[config.mk]
export PLATFORM = sky130hd
export DESIGN_NAME = aes16_decr_core
export DESIGN_NICKNAME = d
export VERILOG_FILES = /design/src/rtl/aes16_pkg.sv /design/src/rtl/aes16_key_expand.sv /design/src/rtl/aes16_decr_core.sv
export SDC_FILE = /design/constraint.sdc
export NUM_CORES = 1
export LEC_CHECK = 0
export CORE_AREA = 2 2 117 119
export DETAILED_ROUTE_END_ITERATION = 6
export DIE_AREA = 0 0 119 121
export MAX_ROUTING_LAYER = met4
export PLACE_DENSITY = 0.74
export SLEW_MARGIN = 10
export SYNTH_ARGS = -nofsm -noshare
export SYNTH_HDL_FRONTEND = slang
export SYNTH_SLANG_ARGS = --single-unit
[constraint.sdc]
create_clock -name clkin -period 6.6 [get_ports clkin]
set_clock_uncertainty 0.05 [all_clocks]
set_input_delay 0.99 -clock clkin [delete_from_list [all_inputs] [get_ports clkin]]
set_output_delay 0.99 -clock clkin [all_outputs]
set_load 0.1 [all_outputs]
[src/rtl/aes16_pkg.sv]
// Shared S-AES helpers for the 16-bit decryption core: nibble S-boxes, GF(2^4)
// constant multipliers, key-schedule round constants and the FSM state type.
package aes16_pkg;

    localparam logic [7:0] RCON1 = 8'h80;
    localparam logic [7:0] RCON2 = 8'h30;

    typedef enum logic [2:0] {IDLE, KEYX, RND2, RND1, FIN} state_t;

    function automatic logic [3:0] sbox4(input logic [3:0] x);
        logic [3:0] r;
        r = 4'h0;
        case (x)
            4'h0: r = 4'h9;  4'h1: r = 4'h4;  4'h2: r = 4'hA;  4'h3: r = 4'hB;
            4'h4: r = 4'hD;  4'h5: r = 4'h1;  4'h6: r = 4'h8;  4'h7: r = 4'h5;
            4'h8: r = 4'h6;  4'h9: r = 4'h2;  4'hA: r = 4'h0;  4'hB: r = 4'h3;
            4'hC: r = 4'hC;  4'hD: r = 4'hE;  4'hE: r = 4'hF;  4'hF: r = 4'h7;
            default: r = 4'h0;
        endcase
        return r;
    endfunction

    function automatic logic [3:0] inv_sbox4(input logic [3:0] x);
        logic [3:0] r;
        r = 4'h0;
        case (x)
            4'h0: r = 4'hA;  4'h1: r = 4'h5;  4'h2: r = 4'h9;  4'h3: r = 4'hB;
            4'h4: r = 4'h1;  4'h5: r = 4'h7;  4'h6: r = 4'h8;  4'h7: r = 4'hF;
            4'h8: r = 4'h6;  4'h9: r = 4'h0;  4'hA: r = 4'h2;  4'hB: r = 4'h3;
            4'hC: r = 4'hC;  4'hD: r = 4'h4;  4'hE: r = 4'hD;  4'hF: r = 4'hE;
            default: r = 4'h0;
        endcase
        return r;
    endfunction

    // Multiply by x modulo x^4+x+1: shift left, fold the carry back in as 4'h3.
    function automatic logic [3:0] gf16_mul2(input logic [3:0] a);
        return {a[2:0], 1'b0} ^ (a[3] ? 4'h3 : 4'h0);
    endfunction

    function automatic logic [3:0] gf16_mul9(input logic [3:0] a);
        return gf16_mul2(gf16_mul2(gf16_mul2(a))) ^ a;
    endfunction

    // SubNib(RotNib(w)) used by the key schedule.
    function automatic logic [7:0] sub_rot(input logic [7:0] w);
        return {sbox4(w[3:0]), sbox4(w[7:4])};
    endfunction

endpackage

[src/rtl/aes16_key_expand.sv]
// Combinational S-AES key schedule: one 16-bit key to the three round keys.
module aes16_key_expand
    import aes16_pkg::*;
(
    input  logic [15:0] i_key,
    output logic [15:0] o_k0,
    output logic [15:0] o_k1,
    output logic [15:0] o_k2
);

    logic [7:0] w_w2;
    logic [7:0] w_w3;
    logic [7:0] w_w4;
    logic [7:0] w_w5;

    assign w_w2 = i_key[15:8] ^ RCON1 ^ sub_rot(i_key[7:0]);
    assign w_w3 = w_w2 ^ i_key[7:0];
    assign w_w4 = w_w2 ^ RCON2 ^ sub_rot(w_w3);
    assign w_w5 = w_w4 ^ w_w3;

    assign o_k0 = i_key;
    assign o_k1 = {w_w2, w_w3};
    assign o_k2 = {w_w4, w_w5};

endmodule

[src/rtl/aes16_decr_core.sv]
// Iterative S-AES decryptor: key expansion, two inverse rounds, result 4 cycles
// after start. `define AES_DECR_LOCK_EN adds the unlock gate on start.
module aes16_decr_core
    import aes16_pkg::*;
#(
    parameter bit          KEY_FIXED = 1'b0,
    parameter logic [15:0] KEY_VALUE = 16'hA73B
) (
    input  logic        clkin,
    input  logic        reset,
    input  logic        start,
`ifdef AES_DECR_LOCK_EN
    input  logic        unlock,
`endif
    input  logic [15:0] ctext,
    input  logic [15:0] key,
    output logic [15:0] ptext,
    output logic        busy,
    output logic        done
);

    state_t      r_state;
    state_t      w_next;
    logic [15:0] r_st;
    logic [15:0] r_kreg;
    logic [15:0] r_k0;
    logic [15:0] r_k1;
    logic [15:0] r_k2;
    logic [15:0] r_ptext;
    logic        r_done;
    logic        w_accept;
    logic [15:0] w_k0;
    logic [15:0] w_k1;
    logic [15:0] w_k2;
    logic [15:0] w_x1;
    logic [15:0] w_mix;
    logic [15:0] w_rnd2;
    logic [15:0] w_rnd1;

`ifdef AES_DECR_LOCK_EN
    assign w_accept = start & unlock;
`else
    assign w_accept = start;
`endif

    // InvShiftRows (swap n1/n3) followed by InvSubNibbles.
    function automatic logic [15:0] inv_shift_sub(input logic [15:0] s);
        return {inv_sbox4(s[15:12]), inv_sbox4(s[3:0]),
                inv_sbox4(s[7:4]),   inv_sbox4(s[11:8])};
    endfunction

    aes16_key_expand u_key_expand (
        .i_key (r_kreg),
        .o_k0  (w_k0),
        .o_k1  (w_k1),
        .o_k2  (w_k2)
    );

    assign w_x1   = r_st ^ r_k1;
    assign w_mix  = {gf16_mul9(w_x1[15:12]) ^ gf16_mul2(w_x1[11:8]),
                     gf16_mul2(w_x1[15:12]) ^ gf16_mul9(w_x1[11:8]),
                     gf16_mul9(w_x1[7:4])   ^ gf16_mul2(w_x1[3:0]),
                     gf16_mul2(w_x1[7:4])   ^ gf16_mul9(w_x1[3:0])};
    assign w_rnd2 = inv_shift_sub(r_st ^ r_k2);
    assign w_rnd1 = inv_shift_sub(w_mix);

    // NOTE: state registers use non-blocking assignments so every flop samples pre-edge values.
    always_ff @(posedge clkin or posedge reset) begin
        if (reset) r_state <= IDLE;
        else       r_state <= w_next;
    end

    // NOTE: w_next gets its default first so no path through the case leaves it unassigned (no latch).
    always_comb begin
        w_next = r_state;
        case (r_state)
            IDLE:    if (w_accept) w_next = KEYX;
            KEYX:    w_next = RND2;
            RND2:    w_next = RND1;
            RND1:    w_next = FIN;
            FIN:     w_next = IDLE;
            default: w_next = IDLE;
        endcase
    end

    // NOTE: all datapath registers are cleared on reset so an aborted run leaves no stale key or state.
    always_ff @(posedge clkin or posedge reset) begin
        if (reset) begin
            r_st    <= 16'h0000;
            r_kreg  <= 16'h0000;
            r_k0    <= 16'h0000;
            r_k1    <= 16'h0000;
            r_k2    <= 16'h0000;
            r_ptext <= 16'h0000;
            r_done  <= 1'b0;
        end else begin
            r_done <= 1'b0;
            case (r_state)
                IDLE: if (w_accept) begin
                    r_st   <= ctext;
                    r_kreg <= KEY_FIXED ? KEY_VALUE : key;
                end
                KEYX: begin
                    r_k0 <= w_k0;
                    r_k1 <= w_k1;
                    r_k2 <= w_k2;
                end
                RND2: r_st <= w_rnd2;
                RND1: r_st <= w_rnd1;
                FIN: begin
                    r_ptext <= r_st ^ r_k0;
                    r_done  <= 1'b1;
                end
                default: ;
            endcase
        end
    end

    assign ptext = r_ptext;
    assign done  = r_done;
    assign busy  = (r_state != IDLE);

endmodule

==> metrics <==
startpoint types=flop; most frequent cells in the layout=nand2_1, dfrtp_1, xnor2_1; antenna cells=0; CTS clk-pin slew, worst paths=0.06 ns; endpoints failing setup=0; Reg2Reg Setup Slack=3.01 ns; CTS tree=built; Arr. time, crit path=3.81 ns; CTS buffer count=9; Synth async-reset ratio=100%; max-cap viol count=0; routed wire length=17200 um; share of layout cells above drive strength 1=8.98%; initial antenna violation count=0; GR Util All Layers=25.8%; Filler Cell Count=1097; synthesized area=7130 um^2; most used flip-flop cell after synthesis=dfrtp_1; commonest non-fill, non-tap cell in the layout=nand2_1; Non-Filler Instances=967; Hold Violations, Final=0; syn nets=853; GPL Wtd Cong=0.866; post-synthesis register bit count=100; cts repair resizes=0; vias in the first global route=5435; Inst Count DP=952; H-tree levels=3; Area growth, synth to finish=13.1%; Die Y=121 um; sequential share of the synthesized area=35.1%; core area=13100 um^2; status=finished, final reports clean; worst path cell trace=inv_1 -> ha_1 -> inv_1 -> mux4_2 -> xnor2_1 -> nor2_1 -> maj3_2 -> or3_1 -> a31oi_1; Clock Latency Late Sink=0.35 ns; die area=14400 um^2; family with the most delay on the worst path=XOR/XNOR gates; first-pass GRT wire length=28000 um; drt wl/cell=17.8 um; post-synth cell types=61; clk sink count=100; final worst-path cycle share=54.4%; nets@finish=888; setup_tns=0 ns; CTS root buffer=clkbuf_16; Post-DRT Antenna Nets=0; routed via count=5436; worst setup margin=3.01 ns; global route total overflow=0; # rows=42; most used cell, CP=inv_1; CP Max Fanout=13; Crit Path Category=reg -> reg; # port buffers=52; mean area per synthesized cell=9.49 um^2; hold_buf cts=0; worst hold path class=reg -> reg; Slew headroom=30.1%; DRT iter0 DRCs=418; Least-Margin Pin Slew=1.04 ns; Post-Place Worst Slack=3.10 ns; fin. max-slew vios=0; EDFF count, synth=0; CP required=6.82 ns; largest net degree at the start of global routing=78; via/cell ratio=5.62; Ys Warns=0; Cells after Synth=752; Initial Utilization=54.5%; Die X=119 um; deepest clock path buffer count=2; DRT Pass-1 Iters=5; CP endpoint kind=flop; Crit path largest cell delay=0.85 ns; fmax=279 MHz; IO Pins=53; # DRC=0; Max stage delay cell, worst path=xnor2_1; # Post-CTS Setup Buffers=0; RSZ-0062 raised after global routing=false; Final min period=3.59 ns; half-perimeter wire length after detailed placement=12800 um; CP Buf/Inv Count=2
## registers in the layout, summed over array words and instances (netlist names)
name and count:
r_k2 16, r_k0 16, done 1, ptext 16, r_st 16, r_state 3
r_kreg 16, r_k1 16
## tightest hold or removal path, delay by kind of cell, from the launching register on
kind / cells / cell delay (ns)
and+or+nand+nor: 2 / 0.10
DFF: 1 / 0.36
## layer usage
layer / part of all wire [%] / track usage, %
met2: 50 / 43.5
met1: 43 / 32.1
met3: 4.7 / 4.46
met5: 0 / -
met4: 2.0 / 7.07
## final cells by class
class,instances,area (um^2),share of cell area (%)
Clock buffer,13,250,3.10
Clock inverter,2,35.0,0.434
Inverter,36,138,1.71
Multi-Input combinational cell,582,4360,54.0
Sequential cell,100,2500,31.0
Tap cell,176,220,2.73
Timing Repair Buffer,58,566,7.01
## stage by stage
stage | instance area (um^2) | utilization, % | hold WS [ns]
after CTS | 8070 | 61.7 | 0.450
after floorplan | 7130 | - | 0.415
after global placement | 7780 | 59.5 | 0.430
after global routing | 8070 | 61.7 | 0.472
final | 8070 | 61.7 | 0.448
after detailed placement | 7780 | 59.5 | 0.435
## logic make-up after synthesis
family | Yosys count | synth area share (%)
DFF | 100 | 35.1
xor gates and xnor gates | 112 | 15.8
AOI/OAI and AO/OA | 147 | 12.8
and+or+nand+nor | 209 | 12.8
buffers and inverters | 70 | 4.00
muxes | 47 | 7.86
adders and majority gates | 67 | 11.7
## synth_stat cells, types with 3 or more instances
master | count | area, um^2
nor3b_1 | 4 | 30.0
mux2_2 | 19 | 214
nand3_1 | 7 | 35.0
xnor2_2 | 10 | 163
buf_2 | 6 | 30.0
o211ai_1 | 4 | 30.0
a22oi_1 | 5 | 37.5
xor2_1 | 30 | 263
o21ai_1 | 11 | 55.1
nor2b_1 | 6 | 37.5
mux4_2 | 4 | 90.1
a211oi_1 | 7 | 52.6
or3_1 | 3 | 18.8
xnor2_1 | 67 | 587
inv_1 | 34 | 128
o31ai_1 | 4 | 30.0
o21ai_0 | 36 | 180
nor3_1 | 19 | 95.1
nand2_1 | 111 | 417
clkbuf_1 | 23 | 86.3
nor2_1 | 45 | 169
nand2b_1 | 4 | 25.0
a221oi_1 | 4 | 35.0
a21oi_1 | 40 | 200
mux2i_1 | 22 | 220
ha_1 | 66 | 826
o22ai_1 | 6 | 37.5
a21o_1 | 3 | 22.5
and2_1 | 3 | 18.8
a31oi_1 | 13 | 81.3
dfrtp_1 | 100 | 2500
## path summary, 6_finish.rpt
path,depth (start not counted),endpoint,startpoint
worst max register to register,9,r_k2[2]$_DFFE_PP0P_,r_kreg[0]$_DFFE_PP0P_
worst min-delay path,2,r_k0[13]$_DFFE_PP0P_,r_k0[13]$_DFFE_PP0P_
worst min register to register,2,r_k0[13]$_DFFE_PP0P_,r_k0[13]$_DFFE_PP0P_
worst max-delay path,9,r_k2[2]$_DFFE_PP0P_,r_kreg[0]$_DFFE_PP0P_
max in group asynchronous,3,r_k1[8]$_DFFE_PP0P_,reset
min in group asynchronous,2,r_kreg[6]$_DFFE_PP0P_,reset
Power is not shown: default switching activity piles up to over one toggle a cycle in this logic, so the estimate is an artifact.
